## src/rtl/imm16_narrow_enc.sv

```systemverilog
// imm16_narrow_enc: packs 16-bit signed immediates into a byte stream.
// A value that survives the 8-to-16 sign extension is sent as one byte.
// Any other value is sent as ESC_CODE, high byte, low byte.
// The low byte of a short word never equals ESC_CODE, so the decoder can
// always tell the two forms apart.
// Optional feature macro: IMM_STATS_EN adds the short/long frame counters.
// Without it, short_cnt and long_cnt are tied to zero.
//
// Handshake (both ports): a byte or word moves on a rising edge where valid
// and ready are both 1. A producer holding valid keeps its data stable until
// the transfer. out_valid never waits on out_ready, and in_ready never
// depends on in_valid.
module imm16_narrow_enc #(
  parameter logic [7:0] ESC_CODE = 8'h80,
  parameter int         CNT_W    = 16
) (
  input  logic             clk,
  input  logic             reset,
  input  logic             in_valid,
  output logic             in_ready,
  input  logic [15:0]      in_data,
  output logic             out_valid,
  input  logic             out_ready,
  output logic [7:0]       out_data,
  output logic             out_last,
  output logic [CNT_W-1:0] short_cnt,
  output logic [CNT_W-1:0] long_cnt
);

  typedef enum logic [1:0] {
    IDLE = 2'd0,
    HI   = 2'd1,
    LO   = 2'd2
  } state_t;

  state_t      state;
  state_t      state_next;
  logic [15:0] hold;
  logic [15:0] hold_next;
  logic [7:0]  data_next;
  logic        last_next;
  logic        valid_next;

  logic slot_free;
  logic fits;
  logic take;

  // The output register can accept a new byte when empty or being drained.
  assign slot_free = !out_valid || out_ready;

  // Short form needs bits 15:7 all equal and a low byte that is not the escape.
  assign fits = ((&in_data[15:7]) || !(|in_data[15:7])) && (in_data[7:0] != ESC_CODE);

  // New words are only taken between frames, when the output slot is free.
  assign in_ready = (state == IDLE) && slot_free;
  assign take     = in_valid && in_ready;

  // Next-state and next output-register contents.
  always_comb begin
    state_next = state;
    hold_next  = hold;
    data_next  = out_data;
    last_next  = out_last;
    valid_next = out_valid;
    case (state)
      IDLE: begin
        if (take) begin
          valid_next = 1'b1;
          if (fits) begin
            data_next = in_data[7:0];
            last_next = 1'b1;
          end else begin
            data_next  = ESC_CODE;
            last_next  = 1'b0;
            hold_next  = in_data;
            state_next = HI;
          end
        end else if (slot_free) begin
          valid_next = 1'b0;
        end
      end
      HI: begin
        if (out_ready) begin
          data_next  = hold[15:8];
          last_next  = 1'b0;
          valid_next = 1'b1;
          state_next = LO;
        end
      end
      LO: begin
        if (out_ready) begin
          data_next  = hold[7:0];
          last_next  = 1'b1;
          valid_next = 1'b1;
          state_next = IDLE;
        end
      end
      default: begin
        state_next = IDLE;
        valid_next = 1'b0;
      end
    endcase
  end

  // State, hold and output registers; reset drops any partial frame.
  always_ff @(posedge clk) begin
    if (reset) begin
      state     <= IDLE;
      hold      <= 16'h0000;
      out_data  <= 8'h00;
      out_last  <= 1'b0;
      out_valid <= 1'b0;
    end else begin
      state     <= state_next;
      hold      <= hold_next;
      out_data  <= data_next;
      out_last  <= last_next;
      out_valid <= valid_next;
    end
  end

`ifdef IMM_STATS_EN
  logic load_short;
  logic load_long;

  // A frame is counted when its first byte enters the output register.
  assign load_short = take && fits;
  assign load_long  = take && !fits;

  // Frame counters, wrapping naturally at their width.
  always_ff @(posedge clk) begin
    if (reset) begin
      short_cnt <= '0;
      long_cnt  <= '0;
    end else begin
      if (load_short) short_cnt <= short_cnt + 1'b1;
      if (load_long)  long_cnt  <= long_cnt + 1'b1;
    end
  end
`else
  assign short_cnt = {CNT_W{1'b0}};
  assign long_cnt  = {CNT_W{1'b0}};
`endif

endmodule

```

## config.mk

```make
export PLATFORM = sky130hd
export DESIGN_NAME = imm16_narrow_enc
export DESIGN_NICKNAME = d
export VERILOG_FILES = /design/src/rtl/imm16_narrow_enc.sv
export SDC_FILE = /design/constraint.sdc
export NUM_CORES = 1
export LEC_CHECK = 0
export ABC_CLOCK_PERIOD_IN_PS = 5100
export CAP_MARGIN = 20
export CORE_ASPECT_RATIO = 0.8
export CORE_MARGIN = 2
export CORE_UTILIZATION = 49
export CTS_CLUSTER_SIZE = 30
export DETAILED_ROUTE_END_ITERATION = 8
export PLACE_DENSITY = 0.86
export SLEW_MARGIN = 20
export SYNTH_ARGS = -nofsm -noshare
export SYNTH_HDL_FRONTEND = slang
export SYNTH_SLANG_ARGS = --single-unit
```

## constraint.sdc

```tcl
create_clock -name clk -period 5.1 [get_ports clk]
set_clock_uncertainty 0.15 [all_clocks]
set_input_delay 0.765 -clock clk [delete_from_list [all_inputs] [get_ports clk]]
set_output_delay 0.765 -clock clk [all_outputs]
set_load 0.02 [all_outputs]
```

### After elaboration in Yosys (flattened, before gate mapping)

Index checks and enable logic that the tools add are counted.

| word-level totals | value |
|---|---|
| output and inout bits | 43 |
| register bits | 28 |
| word-level logic and storage cells | 49 |

| cells by class | value |
|---|---|
| bitwise logic cells | 1 |
| eq/ne operators | 9 |
| muxes and demuxes | 18 |
| reduce and logical (&&, ||, !) cells | 16 |

Operators by type and width:

| operator | number |
|---|---|
| 2-to-1 mux 8 bit | 4 |
| one-hot mux 8 bit (3 select lines) | 1 |
| AND reduction 9 bit | 1 |
| OR reduction 9 bit | 1 |
| 2-to-1 mux 2 bit | 4 |
| inequality test 2 bit (second input constant) | 4 |
| inequality test 8 bit (second input constant) | 1 |
| AND reduction 4 bit | 2 |
| 2-to-1 mux 1 bit | 6 |
| one-hot mux 2 bit (3 select lines) | 1 |
| logical AND 1 bit | 3 |
| inequality test 3 bit (second input constant) | 1 |
| one-hot mux 1 bit (3 select lines) | 1 |
| AND reduction 3 bit | 1 |
| nonzero test 3 bit | 1 |
| == test 2 x 1 -> 1 bit (second input constant) | 1 |
| == test 2 bit (second input constant) | 1 |
| zero test 1 bit | 2 |
| zero test 2 bit | 1 |
| logical OR 1 bit | 2 |
| inequality test 2 x 1 -> 1 bit (second input constant) | 1 |
| one-hot mux 1 bit (2 select lines) | 1 |
| AND reduction 2 bit | 1 |
| OR reduction 2 bit | 1 |
| NOT 1 bit | 1 |

### Depth between registers and ports, before layout

Gate-level depths: netlist of the first run.

| depth | value |
|---|---|
| depth after elaboration | 7 |
| gate-level depth with buffers | 9 |
| gate-level depth less buffers | 7 |

### Least setup slack after synthesis of the first run

No wires, ideal clock.

| timing | value |
|---|---|
| path kind | input port to flip-flop |
| start | input port in_data[9] |
| end | register hold[10] |
| cell stages on the path | 7 |
| library setup time | 0.118 ns |
| path buffers | 2 |
| required time | 4.832 ns |
| data arrival time | 2.185 ns |
| slack | 2.647 ns |
| cell sequence | or4_4 nor4_4 o21ai_2 and3_4 buf_6 buf_12 mux2i_1 |

| between the ends | value |
|---|---|
| word-level cells in the longest chain between the ends | 6 |
| elaborated cells on any way between the ends | 7 |
| classes of those cells | bitwise: 1; reduce/logical: 6 |

RTL lines:

| what | RTL line | text |
|---|---|---|
| start: declaration | 21 | `input logic [15:0] in_data,` |
| OR reduction 9 bit | 52 | `assign fits = ((&in_data[15:7]) \|\| !(\|in_data[15:7])) && (in_data[7:0] != ESC_CODE);` |
| zero test 1 bit | 52 |  |
| logical OR 1 bit (*) | 52 |  |
| logical AND 1 bit (*) | 52 |  |
| NOT 1 bit (no source line) (*) | n/a |  |
| AND reduction 3 bit (no source line) (*) | n/a |  |
| end signal: assignment | 115 | `hold <= hold_next;` |
| end: declaration | 38 | `logic [15:0] hold;` |

Every way passes the cells marked *; elsewhere a longest branch is shown, timed or not.
A chain may end at the register's enable or synchronous reset.

### Worst setup path in the final report of the first run

| timing | value |
|---|---|
| start | input port out_ready |
| end | output port in_ready |

| between the ends | value |
|---|---|
| word-level cells in the longest chain between the ends | 2 |

RTL lines:

| what | RTL line | text |
|---|---|---|
| start: declaration | 23 | `input logic out_ready,` |
| logical OR 1 bit | 49 | `assign slot_free = !out_valid \|\| out_ready;` |
| logical AND 1 bit | 55 | `assign in_ready = (state == IDLE) && slot_free;` |
| end: declaration | 20 | `output logic in_ready,` |

Every way passes these cells.

==> impl_summary.log, run 1 <==
INFO  metric outcome = completed
INFO  metric cp_max_fo = 4
INFO  metric dp_hpwl = 2550 um
INFO  metric synth_area_per_cell = 8.832 sq um
INFO  metric effective_utilization_at_floorplan = between 50% and 60%
INFO  metric vdd_drop_max = ~0.19 mV
INFO  metric rsz0062_at_grt = no
INFO  metric data_arrival_at_the_endpoint_of_the_critical_path = 2.25 ns
INFO  metric post-route-period-util = 62.13%
INFO  metric die_h = between 50 and 60 um
INFO  metric worst_setup_path_start_kind = input pin
INFO  metric hold_path_class = reg2reg
INFO  metric maximum_level_of_the_cts_h_tree = 1
INFO  metric post_route_cells_drive_above_1_share = 4.444%
INFO  metric yosysTopAreaCellShare = 31.26%
INFO  metric postSynthRegisterBits = 28
INFO  metric reported_leakage_power = about 0.81 nW
INFO  metric synth-adder-area-share = approximately 4.2%
INFO  metric drt-initial-drc-count = between 70 and 80
INFO  metric synth_sequential_area_ratio = a little under a third
INFO  metric dp_slack = 1.941 ns
INFO  metric cts_setup_buffers = 0
INFO  metric cpLargestDelayFamily = buffers and inverters
INFO  metric synthArstFlopShare = 0%
INFO  metric port-buffer-count = 30
INFO  metric pin_slew_with_the_least_headroom_to_its_limit = 0.6019 ns
INFO  metric synth_top_family_by_area = simple AND/OR/NAND/NOR gates
INFO  metric netlist_top_cells_area = dfxtp_1, buf_4, nand2b_1, mux2i_1, a221oi_1
INFO  metric clock-root-buffer = clkbuf_8
INFO  metric synthDominantAreaCellType = dfxtp_1
INFO  metric worstPathCellList = clkdlybuf4s50_1, nand2b_1, and2_1, clkdlybuf4s50_1
INFO  metric grt_pass1_wl = between 5000 and 6000 um
INFO  metric grt.total_usage = around 16%
INFO  metric worstPathBufferInverterCount = 2
INFO  metric timing.max_slew.rel_slack = 59.88%
INFO  metric horizontal_extent_of_the_die = 71.63 um
INFO  metric tritoncts_clock_tree = yes
INFO  metric grt_overflow_total = 0
INFO  metric diodes = 0
INFO  metric setup_total_negative_slack = 0 ns
INFO  metric post_synth_mux_area_share = between 10% and 20%
INFO  metric routed_wirelength = approximately 3400 um
INFO  metric timing.final.max_slew_violations = 0
INFO  metric maxClockFrequency = between 300 and 400 MHz
INFO  metric synthesized_netlist_cell_count = 203
INFO  metric number_of_enable_flip_flop_cells_after_synthesis = 0
INFO  metric required = around 4.2 ns
INFO  metric post_synth_xor_area_fraction = 0%
INFO  metric setup_violations = 0
INFO  metric final-instance-count-excl-fill = about 270
INFO  metric hold_viol = 0
INFO  metric grt_antenna_before_repair = 0
INFO  metric floorplan.die_area = approximately 0.0042 sq mm
INFO  metric first_global_vias = ~1200
INFO  metric synth_ff_type = dfxtp_1
INFO  metric finalPower = around 0.0009 W
INFO  metric final_antenna_net_count = 0
INFO  metric insertion_delay = 0.28 ns
INFO  metric fin_hold_ws = 0.3211 ns
INFO  metric routed_wire_length_per_instance = approximately 13 um
INFO  metric final.setup.worst_slack = 1.931 ns
INFO  metric synth.lib_cells_used.distinct = 36
INFO  metric cts_repair_resize_count = 0
INFO  metric drcViolationCount = 0
INFO  metric io-pin-count = 63
INFO  metric critical_path.endpoint_type = primary output
INFO  metric cts_made_buffers = 3
INFO  metric post-route-min-period = ~3.2 ns
INFO  metric fillerInstances = roughly 320
INFO  metric worstSetupPathType = in2out
INFO  metric cts.path.max_buffers = 2
INFO  metric detail_route.first_pass.iterations = 4
INFO  metric critical-path-top-cell-by-count = clkdlybuf4s50_1
INFO  metric power_density = approximately 440 mW/mm^2
INFO  metric clkSinkCount = 28
INFO  metric clk_slew_on_worst_s_h_paths = 0.09 ns
INFO  metric cap_viol_max_count = 0
INFO  metric cts_hold_buf = 0
INFO  metric place.gp.congestion = around 0.8
INFO  metric layout_area_growth_over_synthesis = 13.26%
INFO  metric layout.nets = approximately 250
INFO  metric synthesis.area = 0.001793 sq mm
INFO  metric post-place-cells = around 260
INFO  metric synth-simple-area-share = 23.94%
INFO  metric drt-vias-per-instance = approximately 4.9
INFO  metric synth_compound_gate_area_share = between 10% and 20%
INFO  metric detailroute.via_count = approximately 1300
INFO  metric master_of_the_slowest_instance_on_the_critical_path = clkdlybuf4s50_1
INFO  metric critical-path-max-stage-delay = approximately 0.61 ns
INFO  metric synth-warning-count = 0
INFO  metric num_rows = 19
INFO  metric fp.coreArea = 0.003471 sq mm
INFO  metric grt_start_max_net_pins = between 40 and 50
## per-stage QoR
step / util [%] / instance area (sq um)
floorplan: - / 1909
global placement: 56.45 / 1959
CTS: 58.51 / 2031
finish: 58.51 / 2031
global route: 58.51 / 2031
detailed placement: 56.45 / 1959
## worst reg2reg max path, stage by stage, from the launching register on
cell and delay [ns]:
dfxtp_1 0.47, inv_1 0.11, ha_1 0.25, nor2_1 0.09, nor2_1 0.08, a211o_1 0.52, a221oi_1 0.35, a221oi_1 0.12
## cells by family (layout without fill, tap and decap cells)
group           after synthesis  after routing
buf+inv                      54             45
simple gates                 71             71
compound gates               25             25
fa+ha+maj                     6              6
flops                        28             28
mux                          18             18
other cells                   1             32
## state kept, by name, summed over array words and instances, names as in the netlist
name	flops
state	2
hold	16
out_valid	1
out_last	1
out_data	8
## final timing paths
kind,startpoint,endpoint,slack [ns],cells past startpoint
worst max register to register,state[0]$_SDFFE_PP0P_,out_data[1]$_SDFFE_PP0P_,2.84,7
worst min register to register,out_data[6]$_SDFFE_PP0P_,out_data[6]$_SDFFE_PP0P_,0.32,2
worst min-delay path,out_data[6]$_SDFFE_PP0P_,out_data[6]$_SDFFE_PP0P_,0.32,2
worst max-delay path,out_ready,in_ready,1.93,4
## cells in the final DEF, fill, tap and decap left out, drive strengths merged, types with 2 or more instances in the layout
cell,instances
clkdlybuf4s50,30
conb,32
a221oi,14
dfxtp,28
clkbuf,3
nor2,5
nor3,5
a21oi,4
and2,3
nand2,12
nor4,2
ha,6
nand2b,35
mux2i,18
o21ai,2
inv,10
## synth_stat cells, types with 3 or more instances
| master | number |
|---|---|
| a21oi_1 | 4 |
| a221oi_1 | 14 |
| and2_1 | 3 |
| buf_4 | 32 |
| clkbuf_1 | 9 |
| dfxtp_1 | 28 |
| ha_1 | 6 |
| inv_1 | 10 |
| mux2i_1 | 18 |
| nand2_1 | 12 |
| nand2b_1 | 35 |
| nor2_1 | 5 |
| nor3_1 | 4 |
## final cells by class
| type | count | area [sq um] | share of cell area (%) |
|---|---|---|---|
| Clock inverter | 1 | 30.03 | 1.479 |
| Timing Repair Buffer | 31 | 307.8 | 15.16 |
| Multi-Input combinational cell | 152 | 1001 | 49.29 |
| Tap cell | 42 | 52.55 | 2.588 |
| Inverter | 10 | 37.54 | 1.848 |
| Clock buffer | 3 | 41.29 | 2.033 |
| Sequential cell | 28 | 560.5 | 27.60 |
## per-layer routing
metal,GRT usage [%],wire [um],vias up,share of wire (%)
met5,0,0,-,0
li1,-,-,664,-
met3,4.522,253,2,7.3
met2,25.93,1565,47,45
met1,23.13,1614,602,47
met4,2.156,10,0,0.29
## power by group
| group | internal (W) | switching [W] | leakage [nW] |
|---|---|---|---|
| Combinational | 0.000182 | 0.000223 | 0.544 |
| Sequential | 0.000279 | 0.0000382 | 0.230 |
| Clock | 0.000105 | 0.0000682 | 0.0357 |
| Total | 0.000565 | 0.000329 | 0.810 |
No activity file was read; power rests on OpenSTA's default activity.
==> run 2, diff against run 1 <==
--- a/config.mk
+++ b/config.mk
@@ -5,14 +5,14 @@
 export SDC_FILE = /design/constraint.sdc
 export NUM_CORES = 1
 export LEC_CHECK = 0
-export ABC_CLOCK_PERIOD_IN_PS = 5100
+export ABC_CLOCK_PERIOD_IN_PS = 3100
 export CAP_MARGIN = 20
 export CORE_ASPECT_RATIO = 0.8
 export CORE_MARGIN = 2
-export CORE_UTILIZATION = 49
+export CORE_UTILIZATION = 45
 export CTS_CLUSTER_SIZE = 30
 export DETAILED_ROUTE_END_ITERATION = 8
-export PLACE_DENSITY = 0.86
+export PLACE_DENSITY = 0.8
 export SLEW_MARGIN = 20
 export SYNTH_ARGS = -nofsm -noshare
 export SYNTH_HDL_FRONTEND = slang
==> constraint.sdc (replaced) <==
create_clock -name clk -period 3.1 [get_ports clk]
set_clock_uncertainty 0.15 [all_clocks]
set_input_delay 0.465 -clock clk [delete_from_list [all_inputs] [get_ports clk]]
set_output_delay 0.465 -clock clk [all_outputs]
set_load 0.02 [all_outputs]
==> impl_summary.log, run 2 (synthesis results as in run 1) <==
INFO  metric cts.path.max_buffers = 2
INFO  metric cts_made_buffers = 3
INFO  metric routed_wire_length_per_instance = around 12 um
INFO  metric grt_antenna_before_repair = 0
INFO  metric layout.nets = 252
INFO  metric fin_hold_ws = between 0.3 and 0.4 ns
INFO  metric fillerInstances = around 380
INFO  metric grt_start_max_net_pins = 27
INFO  metric largest_register_ff_count = 16
INFO  metric power_density = 691.2 mW/mm^2
INFO  metric first_global_vias = 1108
INFO  metric grt_overflow_total = 0
INFO  metric required = about 2.5 ns
INFO  metric vdd_drop_max = between 0.3 and 0.4 mV
INFO  metric tritoncts_clock_tree = yes
INFO  metric post-route-period-util = 81.85%
INFO  metric grt_pass1_wl = 5285 um
INFO  metric clkSinkCount = 28
INFO  metric effective_utilization_at_floorplan = between 40% and 50%
INFO  metric drt-vias-per-instance = 4.711
INFO  metric place.gp.congestion = 0.7662
INFO  metric die_h = ~60 um
INFO  metric cts_setup_buffers = 0
INFO  metric setup_total_negative_slack = 0 ns
INFO  metric critical_path.endpoint_type = primary output
INFO  metric cts_hold_buf = 0
INFO  metric logic_depth_of_the_worst_register_to_register_path = 7
INFO  metric outcome = completed
INFO  metric dp_hpwl = around 2500 um
INFO  metric hold_viol = 0
INFO  metric port-buffer-count = 30
INFO  metric final_common_cell = nand2b_1
INFO  metric io-pin-count = 63
INFO  metric biggestRegsByFlops = hold (16), out_data (8), state (2)
INFO  metric multi_input_area = approximately 0.0010 sq mm
INFO  metric grt.total_usage = roughly 15%
INFO  metric worst_setup_path_start_kind = input pin
INFO  metric clock-root-buffer = clkbuf_8
INFO  metric data_arrival_at_the_endpoint_of_the_critical_path = about 1.9 ns
INFO  metric detailroute.via_count = 1319
INFO  metric setup_violations = 0
INFO  metric horizontal_extent_of_the_die = 74.57 um
INFO  metric pin_slew_with_the_least_headroom_to_its_limit = about 0.57 ns
INFO  metric timing.final.max_slew_violations = 0
INFO  metric worstSetupPathType = in2out
INFO  metric worstHoldPathCells = 2
INFO  metric max_flop_register = hold
INFO  metric maximum_level_of_the_cts_h_tree = 1
INFO  metric post-route-min-period = ~2.5 ns
INFO  metric final-instance-count-excl-fill = 280
INFO  metric layout_area_growth_over_synthesis = 13.26%
INFO  metric most-common-layout-cells = nand2b_1, conb_1, clkdlybuf4s50_1, dfxtp_1, mux2i_1
INFO  metric drcViolationCount = 0
INFO  metric final_antenna_net_count = 0
INFO  metric post_route_cells_drive_above_1_share = under 10%
INFO  metric cp_max_fo = 4
INFO  metric diodes = 0
INFO  metric routed_wirelength = 3326 um
INFO  metric reported_leakage_power = approximately 0.8 nW
INFO  metric floorplan.die_area = 0.004509 sq mm
INFO  metric hold_path_class = reg2reg
INFO  metric post-place-cells = 276
INFO  metric cap_viol_max_count = 0
INFO  metric detail_route.first_pass.iterations = 4
INFO  metric cts_repair_resize_count = 0
INFO  metric drt-initial-drc-count = slightly above 90
INFO  metric regArea = 560.5 sq um
INFO  metric fp.coreArea = roughly 0.0038 sq mm
INFO  metric clk_slew_on_worst_s_h_paths = around 0.090 ns
INFO  metric num_rows = 20
INFO  metric maxClockFrequency = between 300 and 400 MHz
INFO  metric insertion_delay = 0.28 ns
INFO  metric rsz0062_at_grt = no
INFO  metric timing.max_slew.rel_slack = roughly 62%
## run 2: changes by cell type in the layout (fill, tap and decap cells not counted)
cell	previous run	this run
bufinv_16	1	0
clkbuf_8	3	4
## run 2: layer usage
metal,share of wire [%],GRT usage [%]
met5,0,0
met4,0.42,3.827
met3,5.4,4.153
met2,44,22.12
met1,50,22.90
## run 2: worst max-delay path, stage by stage
cell,delay [ns]
clkdlybuf4s50_1,0.53
nand2b_1,0.16
and2_1,0.16
clkdlybuf4s50_1,0.60
## run 2: stage by stage
stage          power (W)  util (%)  area [sq um]  setup WS, ns
3_3_place_gp    0.001174     51.94          1976        0.4486
4_1_cts         0.001411     53.39          2031        0.5584
3_5_place_dp    0.001188     51.94          1976        0.3724
5_1_grt         0.001494     53.39          2031        0.4917
2_1_floorplan   0.001030         -          1909        0.9472
6_report        0.001404     53.39          2031        0.5628
## run 2: final timing paths
| path | startpoint | to | slack, ns |
|---|---|---|---|
| max | out_ready | in_ready | 0.56 |
| min | out_data[1]$_SDFFE_PP0P_ | out_data[1]$_SDFFE_PP0P_ | 0.33 |
| max reg2reg | state[0]$_SDFFE_PP0P_ | out_data[1]$_SDFFE_PP0P_ | 0.89 |
| min reg2reg | out_data[1]$_SDFFE_PP0P_ | out_data[1]$_SDFFE_PP0P_ | 0.33 |
## run 2: cell type report
cell class / count / area share [%]
Clock buffer: 4 / 2.711
Inverter: 10 / 1.848
Multi-Input combinational cell: 152 / 49.29
Sequential cell: 28 / 27.60
Tap cell: 55 / 3.389
Timing Repair Buffer: 31 / 15.16
## run 2: power breakdown
part / total [W] / switching (W) / internal, W
Combinational: 0.000657 / 0.000359 / 0.000298
Sequential: 0.000522 / 0.0000637 / 0.000459
Clock: 0.000224 / 0.000110 / 0.000114
Total: 0.00140 / 0.000533 / 0.000871
